### src/rtl/adder_bist_ctrl.sv
// BIST sequencer for the scan-equipped adder: drives counter or LFSR operand
// patterns, compacts Sum and the scan-out stream into a MISR, checks a golden signature.
module adder_bist_ctrl #(
  parameter int               WIDTH    = 32,
  parameter int               PATTERNS = 1024,
  parameter int               INNER    = 32,
  parameter int               SCAN_LEN = 32,
  parameter logic [WIDTH-1:0] POLY     = 32'h0040_0007,
  parameter logic [WIDTH-1:0] SEED1    = 32'h0000_0001,
  parameter logic [WIDTH-1:0] SEED2    = 32'hACE1_0001
) (
  input  logic             clk,
  input  logic             rst_n,
  input  logic             start,
  input  logic             mode,
  input  logic [WIDTH-1:0] golden,
  input  logic [WIDTH-1:0] Sum,
  input  logic             So,
  output logic [WIDTH-1:0] operand_1,
  output logic [WIDTH-1:0] operand_2,
  output logic             NbarT,
  output logic             Si,
  output logic             busy,
  output logic             done,
  output logic             pass,
  output logic [WIDTH-1:0] signature
);

  localparam int CNT_MAX = (PATTERNS > SCAN_LEN) ? PATTERNS : SCAN_LEN;
  localparam int CW      = $clog2(CNT_MAX + 1);
  localparam int IW      = $clog2(INNER + 1);

  typedef enum logic [2:0] {
    S_IDLE, S_LOAD, S_APPLY, S_CAPTURE, S_SCAN, S_DONE
  } state_t;

  state_t           state_q, state_d;
  logic [WIDTH-1:0] op1_q, op1_d, op2_q, op2_d, misr_q, misr_d;
  logic [CW-1:0]    cnt_q, cnt_d;
  logic [IW-1:0]    icnt_q, icnt_d;
  logic             mode_q, mode_d, pass_q, pass_d;

  // One Galois shift; shared by both LFSRs and the MISR.
  function automatic logic [WIDTH-1:0] gstep(input logic [WIDTH-1:0] x);
    return {x[WIDTH-2:0], 1'b0} ^ (x[WIDTH-1] ? POLY : '0);
  endfunction

  always_ff @(posedge clk or negedge rst_n) begin
    if (!rst_n) begin
      state_q <= S_IDLE;
      op1_q   <= '0;
      op2_q   <= '0;
      misr_q  <= '0;
      cnt_q   <= '0;
      icnt_q  <= '0;
      mode_q  <= 1'b0;
      pass_q  <= 1'b0;
    end else begin
      state_q <= state_d;
      op1_q   <= op1_d;
      op2_q   <= op2_d;
      misr_q  <= misr_d;
      cnt_q   <= cnt_d;
      icnt_q  <= icnt_d;
      mode_q  <= mode_d;
      pass_q  <= pass_d;
    end
  end

  always_comb begin
    state_d = state_q;
    op1_d   = op1_q;
    op2_d   = op2_q;
    misr_d  = misr_q;
    cnt_d   = cnt_q;
    icnt_d  = icnt_q;
    mode_d  = mode_q;
    pass_d  = pass_q;
    case (state_q)
      S_IDLE, S_DONE: begin
        if (start) begin
          state_d = S_LOAD;
          mode_d  = mode;
          pass_d  = 1'b0;
        end
      end
      S_LOAD: begin
        op1_d   = mode_q ? SEED1 : '0;
        op2_d   = mode_q ? SEED2 : '0;
        misr_d  = '0;
        cnt_d   = '0;
        icnt_d  = '0;
        state_d = S_APPLY;
      end
      S_APPLY: state_d = S_CAPTURE;
      S_CAPTURE: begin
        misr_d = gstep(misr_q) ^ Sum;
        if (mode_q) begin
          op1_d = gstep(op1_q);
          op2_d = gstep(op2_q);
        end else begin
          // icnt tracks count mod INNER without a divider
          op1_d = op1_q + WIDTH'(1);
          if (icnt_q == IW'(INNER - 1)) begin
            op2_d  = op2_q + WIDTH'(1);
            icnt_d = '0;
          end else begin
            icnt_d = icnt_q + IW'(1);
          end
        end
        if (cnt_q == CW'(PATTERNS - 1)) begin
          cnt_d   = '0;
          state_d = S_SCAN;
        end else begin
          cnt_d   = cnt_q + CW'(1);
          state_d = S_APPLY;
        end
      end
      S_SCAN: begin
        misr_d = gstep(misr_q) ^ {{(WIDTH-1){1'b0}}, So};
        if (cnt_q == CW'(SCAN_LEN - 1)) begin
          cnt_d   = '0;
          pass_d  = (misr_d == golden);
          state_d = S_DONE;
        end else begin
          cnt_d = cnt_q + CW'(1);
        end
      end
      default: state_d = S_IDLE;
    endcase
  end

  assign operand_1 = op1_q;
  assign operand_2 = op2_q;
  assign NbarT     = (state_q == S_SCAN);
  assign Si        = 1'b0;
  assign busy      = (state_q == S_LOAD) || (state_q == S_APPLY) ||
                     (state_q == S_CAPTURE) || (state_q == S_SCAN);
  assign done      = (state_q == S_DONE);
  assign pass      = pass_q;
  assign signature = misr_q;

endmodule

### config.mk
export PLATFORM = sky130hd
export DESIGN_NAME = adder_bist_ctrl
export DESIGN_NICKNAME = d
export VERILOG_FILES = /design/src/rtl/adder_bist_ctrl.sv
export SDC_FILE = /design/constraint.sdc
export NUM_CORES = 1
export LEC_CHECK = 0
export ABC_CLOCK_PERIOD_IN_PS = 3900
export CORE_UTILIZATION = 58
export CTS_BUF_LIST = sky130_fd_sc_hd__clkbuf_2 sky130_fd_sc_hd__clkbuf_4 sky130_fd_sc_hd__clkbuf_8
export DETAILED_ROUTE_END_ITERATION = 10
export GPL_ROUTABILITY_DRIVEN = 0
export PLACE_DENSITY = 0.89
export SYNTH_ARGS = -nofsm -noshare
export SYNTH_HDL_FRONTEND = slang
export SYNTH_SLANG_ARGS = --single-unit
### constraint.sdc
create_clock -name clk -period 3.9 [get_ports clk]
set_input_delay 0.78 -clock clk [delete_from_list [all_inputs] [get_ports clk]]
set_output_delay 0.78 -clock clk [all_outputs]
set_load 0.02 [all_outputs]
; After elaboration in Yosys (flattened, before gate mapping)
; Index checks and enable logic that the tools add are counted.
[classes]
n_mux = 24
div = 0
eq_ne = 13
shift = 0
add_sub_neg = 4
n_mul = 0
n_reduce_logical = 13
n_bitwise = 5
n_lt_le_gt_ge = 0
[op_table]
columns = cell, count
row1 = 2-to-1 mux 32 bit, 4
row2 = one-hot mux 32 bit (2 select lines), 2
row3 = one-hot mux 32 bit (3 select lines), 1
row4 = XOR 32 x 23 -> 32 bit, 3
row5 = 2-to-1 mux 23 bit, 3
row6 = "adder 32 x 1 -> 32 bit, second input constant", 2
row7 = one-hot mux 11 bit (3 select lines), 1
row8 = equality test 32 bit, 1
row9 = XOR 32 x 1 -> 32 bit, 1
row10 = XOR 32 bit, 1
row11 = 2-to-1 mux 11 bit, 2
row12 = one-hot mux 3 bit (5 select lines), 1
row13 = 2-to-1 mux 6 bit, 2
row14 = one-hot mux 6 bit (2 select lines), 1
row15 = "adder 11 x 1 -> 11 bit, second input constant", 1
row16 = "equality test 11 x 10 -> 1 bit, second input constant", 1
row17 = "equality test 11 x 5 -> 1 bit, second input constant", 1
row18 = 2-to-1 mux 3 bit, 3
row19 = AND reduction 2 bit, 4
row20 = "adder 6 x 1 -> 6 bit, second input constant", 1
row21 = "equality test 3 x 2 -> 1 bit, second input constant", 2
row22 = "equality test 3 bit, second input constant", 2
row23 = "equality test 6 x 5 -> 1 bit, second input constant", 1
row24 = "inequality test 2 bit, second input constant", 2
row25 = 11 further kinds, 16
[totals]
output_inout_bits = 101
ff_bits = 118
n_memories = 0
wordCells = 67
input_bits = 69
romBits = 0
mem_bits_rw = 0
latch_bits = 0

; Depth between registers and ports, before layout
; Gate-level depths: netlist of run 1.
[depth]
ltp_word = 6
mapped_depth = 8
mapped_depth_nobuf = 6

; Worst setup path before layout of run 1
; No wires, ideal clock.
[synth_timing]
path_type = reg2reg
from = register op1_q[3], in the netlist operand_1[3]
to = register op1_q[24], in the netlist operand_1[24]
arrival_time_ns = 2.296
n_path_buf = 2
path_stages_with_launch = 8
t_required_ns = 3.818
synth_period_minus_slack_ns = 2.378
path_slack_ns = 1.522
setup_ns = 0.082
cell_sequence = dfrtp_1 -> clkbuf_2 -> nand3_1 -> or4_1 -> buf_2 -> or3_4 -> or3_1 -> a31oi_1
[synth_between]
elab_chain_cells = 3
[synth_lines]
columns = item, line_no
row1 = "start, declared", 38  ; logic [WIDTH-1:0] op1_q, op1_d, op2_q, op2_d, misr_q, misr_d;
row2 = "start signal, assigned", 60  ; op1_q <= op1_d;
row3 = adder 32 x 1 -> 32 bit, 103  ; op1_d = op1_q + WIDTH'(1);
row4 = 2-to-1 mux 32 bit, 98  ; if (mode_q) begin
row5 = one-hot mux 32 bit (2 select lines), 79  ; case (state_q)
; No other way between the ends.
; A chain may end at the register's enable or synchronous reset.

; Worst setup path after layout of run 1
[layout_timing]
from = register state_q[1]
to = output NbarT
[layout_between]
elab_chain_cells = 1
[layout_lines]
columns = item, line_no
row1 = "start, declared", 37  ; state_t state_q, state_d;
row2 = "start signal, assigned", 59  ; state_q <= state_d;
row3 = equality test 3 bit, 135  ; assign NbarT = (state_q == S_SCAN);
row4 = "end, declared", 21  ; output logic NbarT,
; No other way between the ends.

==> results of run 1 <==
flip-flops by register name, indices dropped and copies added, names as in the netlist:
| signal | count |
|---|---|
| operand_1 | 32 |
| operand_2 | 32 |
| signature | 32 |
| cnt_q | 11 |
| icnt_q | 6 |
| state_q | 3 |
| mode_q | 1 |
| pass | 1 |
metrics by stage:
stage	util, %	cell area [sq um]
finish	75.9	10200
global route	75.9	10200
CTS	75.9	10200
detailed placement	72.9	9770
global placement	72.9	9770
floorplan	-	8030
cells in the final DEF (no fill, tap or decap), types with 5 or more instances in the layout:
| cell type | synthesis | final |
|---|---|---|
| clkdlybuf4s50_1 | 0 | 167 |
| dfrtp_1 | 118 | 116 |
| nand2_1 | 95 | 95 |
| o21ai_0 | 92 | 91 |
| inv_1 | 58 | 58 |
| nor2_1 | 47 | 47 |
| xor2_1 | 41 | 41 |
| nand3_1 | 41 | 41 |
| a21oi_1 | 41 | 41 |
| a222oi_1 | 30 | 30 |
| a22o_1 | 26 | 26 |
| xnor2_1 | 25 | 25 |
| nor4_1 | 24 | 24 |
| nand4_1 | 21 | 21 |
| o22ai_1 | 20 | 20 |
| nor3_1 | 20 | 20 |
| clkbuf_8 | 0 | 17 |
| buf_4 | 1 | 17 |
| a31oi_1 | 15 | 15 |
| a22oi_1 | 15 | 15 |
| a32o_1 | 14 | 14 |
| and3_1 | 10 | 10 |
| or4_1 | 8 | 8 |
| o31ai_1 | 7 | 7 |
| mux2i_1 | 7 | 7 |
| and2_1 | 6 | 6 |
| o2111ai_1 | 6 | 6 |
| clkinv_2 | 0 | 6 |
| a21o_1 | 5 | 5 |
area by class of cell:
class                      instances  area [sq um]
fill                             991          3230
clock inverter                    14           160
sequential                       118          2960
clock buffer                      18           241
timing repair buffer             185          1820
inverter                          58           218
tap                              176           220
multi-input combinational        710          4560
report_power, final:
part	switching, uW	internal (uW)	leakage [uW]
Combinational	617	690	0.00224
Clock	534	632	0.000201
Sequential	339	1370	0.00154
logic make-up after synthesis:
logic type,count (synthesis)
XOR/XNOR,66
flip-flops,118
multiplexers,10
AND/OR/NAND/NOR,305
other,1
adder cells (fa/ha/maj),4
buffers and inverters,141
AO/OA/AOI/OAI,324
critical path, stage by stage (launching register included):
cell,delay (ps)
dfrtp_2,670
or3b_2,590
inv_1,140
clkdlybuf4s50_1,630
how the worst max path moves through the flow:
| stage | endpoint | slack [ps] | cells after the start |
|---|---|---|---|
| 3_3_place_gp | operand_2[23] | 1120 | 4 |
| 5_1_grt | NbarT | 520 | 3 |
| 6_report | NbarT | 640 | 3 |
| 4_1_cts | NbarT | 640 | 3 |
| 2_1_floorplan | operand_1[24] | 1520 | 7 |
| 3_5_place_dp | operand_2[23] | 1000 | 4 |
per-layer routing:
metal,vias up,track usage [%],routed length [microns]
met1,4100,47.8,10100
li1,3888,-,-
met2,573,54.6,11700
met5,-,0,0
met3,74,8.32,2480
met4,0,15.8,717
==> impl_metrics.json, run 1 <==
{
  "hold_buffers": 0,
  "numCtsBuffers": 17,
  "antenna_left": 0,
  "fin_hold_ws_ps": 399,
  "cts_tree": "yes",
  "cts_setup_buffers": 0,
  "grt_start_max_net_pins": 66,
  "yosysMostFrequentCell": "dfrtp_1",
  "tns_ps": 0,
  "crit_type": "reg2out",
  "drive_gt1_share_pct": 6.26,
  "total_power_uw": 4190,
  "drt-total-wl_microns": 25100,
  "clk_pin_slew_ps": 80,
  "synthTopCellsByCount": "dfrtp_1 (118), nand2_1 (95), o21ai_0 (92)",
  "stdcell_count": 1279,
  "clockBufferDepth": 2,
  "dieHeight_microns": 120,
  "synth-xor-area-share_pct": 7.20,
  "r2r_setup_slack_ps": 910,
  "rsz0062_at_grt": "false",
  "maxSlewHeadroom_pct": 15.2,
  "portBuffers": 168,
  "reg2reg_from": "state_q[1]",
  "die_area_sq_um": 14300,
  "yosys.area_share.simple_pct": 19.3,
  "antenna_cells": 0,
  "syn_nets": 1042,
  "num_vias": 8635,
  "worstSetupEndpointType": "output port",
  "synthFlopType": "dfrtp_1",
  "core_sq_um": 13400,
  "synth.distinct_cells": 72,
  "clkLatencyLatePin_ps": 450,
  "synth-edff-count": 0,
  "io_pins": 170,
  "seq_area_frac_synth_pct": 36.8,
  "clock_sinks": 118,
  "dp_hpwl_microns": 16300,
  "ff2ff_path_depth": 4,
  "avgRoutedWirePerCell_microns": 19.6,
  "synth_fa_ha_area_share_pct": 0.623,
  "grt_usage_pct": 35.5,
  "cp.arrival_ps": 2480,
  "setup_violations": 0,
  "synth_top_cell_by_area": "dfrtp_1",
  "status": "finished, final reports clean",
  "grt_pass1_vias": 8075,
  "netlist_instances": 969,
  "place_inst": 1247,
  "ir_drop_mv": 0.389,
  "drc": 0,
  "fin_crit_ps": 3260,
  "num_rows": 42,
  "die_w_microns": 120,
  "worst_setup_path_start_kind": "flip-flop",
  "antenna_found_initial": 0,
  "cp.required_ps": 3120,
  "yosys_warnings": 0,
  "synth.cell_area_sq_um": 8030,
  "synth_compound_area_share_pct": 28.1,
  "final_nets": 1163,
  "slew_viol_final": 0,
  "drt_iter0_drc": 1273,
  "synth_area_per_cell_sq_um": 8.29,
  "holdCritPathClass": "in2async",
  "final.period_utilization_pct": 83.6,
  "vias_per_cell": 6.75,
  "synth_top_family_by_area": "compound AO/OA/AOI/OAI gates",
  "start_util_pct": 60.0,
  "synth.mux.area_fraction_pct": 1.29,
  "cp-startpoint": "state_q[1]",
  "worst_pin_slew_ps": 1270,
  "area_delta_synth_final_pct": 26.6,
  "async_flop_share_pct": 100,
  "drt_first_pass_iters": 8,
  "maxCapViolCount": 0,
  "post-place-ws_ps": 1000,
  "total_leakage_power_uw": 0.00398,
  "yosys-top-cells-area": "dfrtp_1 (37%), o21ai_0 (5.7%), xor2_1 (4.5%)",
  "skew_ps": 8.30,
  "setup_slack_ps": 640,
  "cts.repair.resized": 0,
  "ys_ff_latch": 118,
  "fmax_mhz": 307,
  "cts-htree-levels": 4,
  "synth_top_cell_area_share_pct": 36.8,
  "grt_pass1_wl_microns": 40700,
  "p_per_area_nw_per_um2": 411,
  "grt_overflow_total": 0,
  "clock-root-buffer": "clkbuf_8",
  "r2r_end": "operand_2[23]",
  "worstPathMaxFanout": 40,
  "finalHoldViolations": 0
}
No activity file was read; power rests on OpenSTA's default activity.
==> inputs of run 2 (changes only) <==
==> config.mk (replaced) <==
export PLATFORM = sky130hd
export DESIGN_NAME = adder_bist_ctrl
export DESIGN_NICKNAME = d
export VERILOG_FILES = /design/src/rtl/adder_bist_ctrl.sv
export SDC_FILE = /design/constraint.sdc
export NUM_CORES = 1
export LEC_CHECK = 0
export ABC_CLOCK_PERIOD_IN_PS = 2600
export CORE_UTILIZATION = 48
export CTS_BUF_LIST = sky130_fd_sc_hd__clkbuf_2 sky130_fd_sc_hd__clkbuf_4 sky130_fd_sc_hd__clkbuf_8
export DETAILED_ROUTE_END_ITERATION = 10
export GPL_ROUTABILITY_DRIVEN = 0
export PLACE_DENSITY = 0.79
export SYNTH_ARGS = -nofsm -noshare
export SYNTH_HDL_FRONTEND = slang
export SYNTH_SLANG_ARGS = --single-unit
==> constraint.sdc (replaced) <==
create_clock -name clk -period 2.6 [get_ports clk]
set_input_delay 0.52 -clock clk [delete_from_list [all_inputs] [get_ports clk]]
set_output_delay 0.52 -clock clk [all_outputs]
set_load 0.02 [all_outputs]
==> run 2 against run 1 <==
Clock skew fell by 0.82 ps. Utilization fell by 11 points. Combinational power is 50% higher. Worst setup slack got worse by 460 ps. Sequential power increased by 50%. Largest cell class unchanged. Largest power group unchanged.
==> impl_metrics.json, run 2 (synthesis results as in run 1) <==
{
  "crit_type": "reg2out",
  "grt_pass1_vias": 7884,
  "vias_per_cell": 6.43,
  "area_delta_synth_final_pct": 29.9,
  "p_per_area_nw_per_um2": 590,
  "drt_first_pass_iters": 6,
  "r2r_setup_slack_ps": 330,
  "finalHoldViolations": 0,
  "swShare_pct": 34.9,
  "total_leakage_power_uw": 0.00414,
  "avgRoutedWirePerCell_microns": 19.1,
  "p_switching_uw": 2150,
  "num_vias": 8655,
  "skew_ps": 7.48,
  "p_int_uw": 4010,
  "power_frac_seq_pct": 41.6,
  "slew_viol_final": 0,
  "drt-total-wl_microns": 25700,
  "die_w_microns": 131,
  "drc": 0,
  "clockBufferDepth": 2,
  "clk_pin_slew_ps": 70,
  "fin_crit_ps": 2420,
  "grt_overflow_total": 0,
  "drive_gt1_share_pct": 8.41,
  "p_comb_share_pct": 31.9,
  "grt_pass1_wl_microns": 41700,
  "clock_sinks": 118,
  "cts-htree-levels": 4,
  "final_nets": 1190,
  "maxCapViolCount": 0,
  "dieHeight_microns": 131,
  "antenna_left": 0,
  "grt_usage_pct": 30.0,
  "reg2reg_from": "operand_2[0]",
  "total_power_uw": 6160,
  "io_pins": 170,
  "die_area_sq_um": 17300,
  "worstSetupEndpointType": "output port",
  "clkLatencyLatePin_ps": 440,
  "core_sq_um": 16100,
  "numCtsBuffers": 17,
  "cp.required_ps": 2080,
  "cts_setup_buffers": 0,
  "dp_hpwl_microns": 17400,
  "fmax_mhz": 413,
  "setup_slack_ps": 179,
  "layout_commonest_cell": "clkdlybuf4s50_1",
  "maxSlewHeadroom_pct": 48.5,
  "cts.repair.resized": 4,
  "worst_setup_path_start_kind": "flip-flop",
  "status": "finished, final reports clean",
  "setup_violations": 0,
  "cts_tree": "yes",
  "holdCritPathClass": "in2async",
  "grt_start_max_net_pins": 63,
  "final_cell_mix": "clkdlybuf4s50_1 (164), dfrtp_1 (116), nand2_1 (95), o21ai_0 (91), inv_1 (58)",
  "rsz0062_at_grt": "false",
  "cp.arrival_ps": 1900,
  "clock-root-buffer": "clkbuf_8",
  "worstPathMaxFanout": 8,
  "fill_cells": 1378,
  "num_rows": 46,
  "portBuffers": 168,
  "worst_pin_slew_ps": 772,
  "tns_ps": 0,
  "place_inst": 1314,
  "final.period_utilization_pct": 93.1,
  "hold_buffers": 0,
  "clockPowerShare_pct": 26.6,
  "stdcell_count": 1345,
  "antenna_found_initial": 0,
  "start_util_pct": 49.9,
  "ir_drop_mv": 0.641,
  "ff2ff_path_depth": 5,
  "antenna_cells": 0,
  "drt_iter0_drc": 1004,
  "r2r_end": "operand_2[25]",
  "post-place-ws_ps": 364
}
-- run 2: worst max-delay path by stage --
stage / start / to / slack, ps / depth (start not counted)
floorplan: operand_1[3] / operand_1[24] / 220 / 7
global placement: state_q[0] / NbarT / 410 / 3
detailed placement: operand_1[8] / operand_1[24] / 360 / 5
CTS: state_q[0] / NbarT / 170 / 3
global route: state_q[0] / NbarT / 100 / 3
finish: state_q[0] / NbarT / 180 / 3
-- run 2: critical path, stage by stage, from the launching register on --
cell,delay [ps]
dfrtp_1,470
or3b_2,500
inv_1,140
dlygate4sd2_1,350
-- run 2: power by group through the flow --
stage	clock network [uW]	registers, uW	logic, uW
final	1640	2560	1960
after floorplan	0	2650	975
after global routing	1740	2600	2100
after CTS	1670	2550	1960
after detailed placement	0	2580	1950
after global placement	0	2580	1930
-- run 2: metal layers --
layer / wire length [microns] / global-route usage, % / share of wire [%] / up-vias
li1: - / - / - / 3941
met5: 0 / 0 / 0 / -
met3: 2100 / 4.82 / 8.2 / 47
met2: 11900 / 46.0 / 46 / 476
met4: 590 / 10.9 / 2.3 / 0
met1: 11100 / 42.5 / 43 / 4191
-- run 2: cell type report --
type | instances | area (sq um) | area share [%]
clock buffer | 27 | 334 | 3.20
clock inverter | 4 | 45.0 | 0.431
inverter | 58 | 218 | 2.09
multi-input combinational | 710 | 4560 | 43.7
sequential | 118 | 2960 | 28.3
tap | 216 | 270 | 2.59
timing repair buffer | 212 | 2060 | 19.7
-- run 2: stage by stage --
step	hold slack (ps)	area (sq um)	utilization, %
floorplan	224	8030	-
global placement	502	10100	62.4
detailed placement	498	10100	62.4
CTS	65.2	10400	64.8
global route	82.6	10400	64.8
finish	64.9	10400	64.8
==> inputs of run 3 (changes only) <==
--- a/config.mk
+++ b/config.mk
@@ -11,6 +11,8 @@
 export DETAILED_ROUTE_END_ITERATION = 10
 export GPL_ROUTABILITY_DRIVEN = 0
 export PLACE_DENSITY = 0.79
+export SKIP_LAST_GASP = 1
+export SLEW_MARGIN = 5
 export SYNTH_ARGS = -nofsm -noshare
 export SYNTH_HDL_FRONTEND = slang
 export SYNTH_SLANG_ARGS = --single-unit
==> results of run 3 <==
The final DEF is identical to that of run 2; final timing and power are the same.
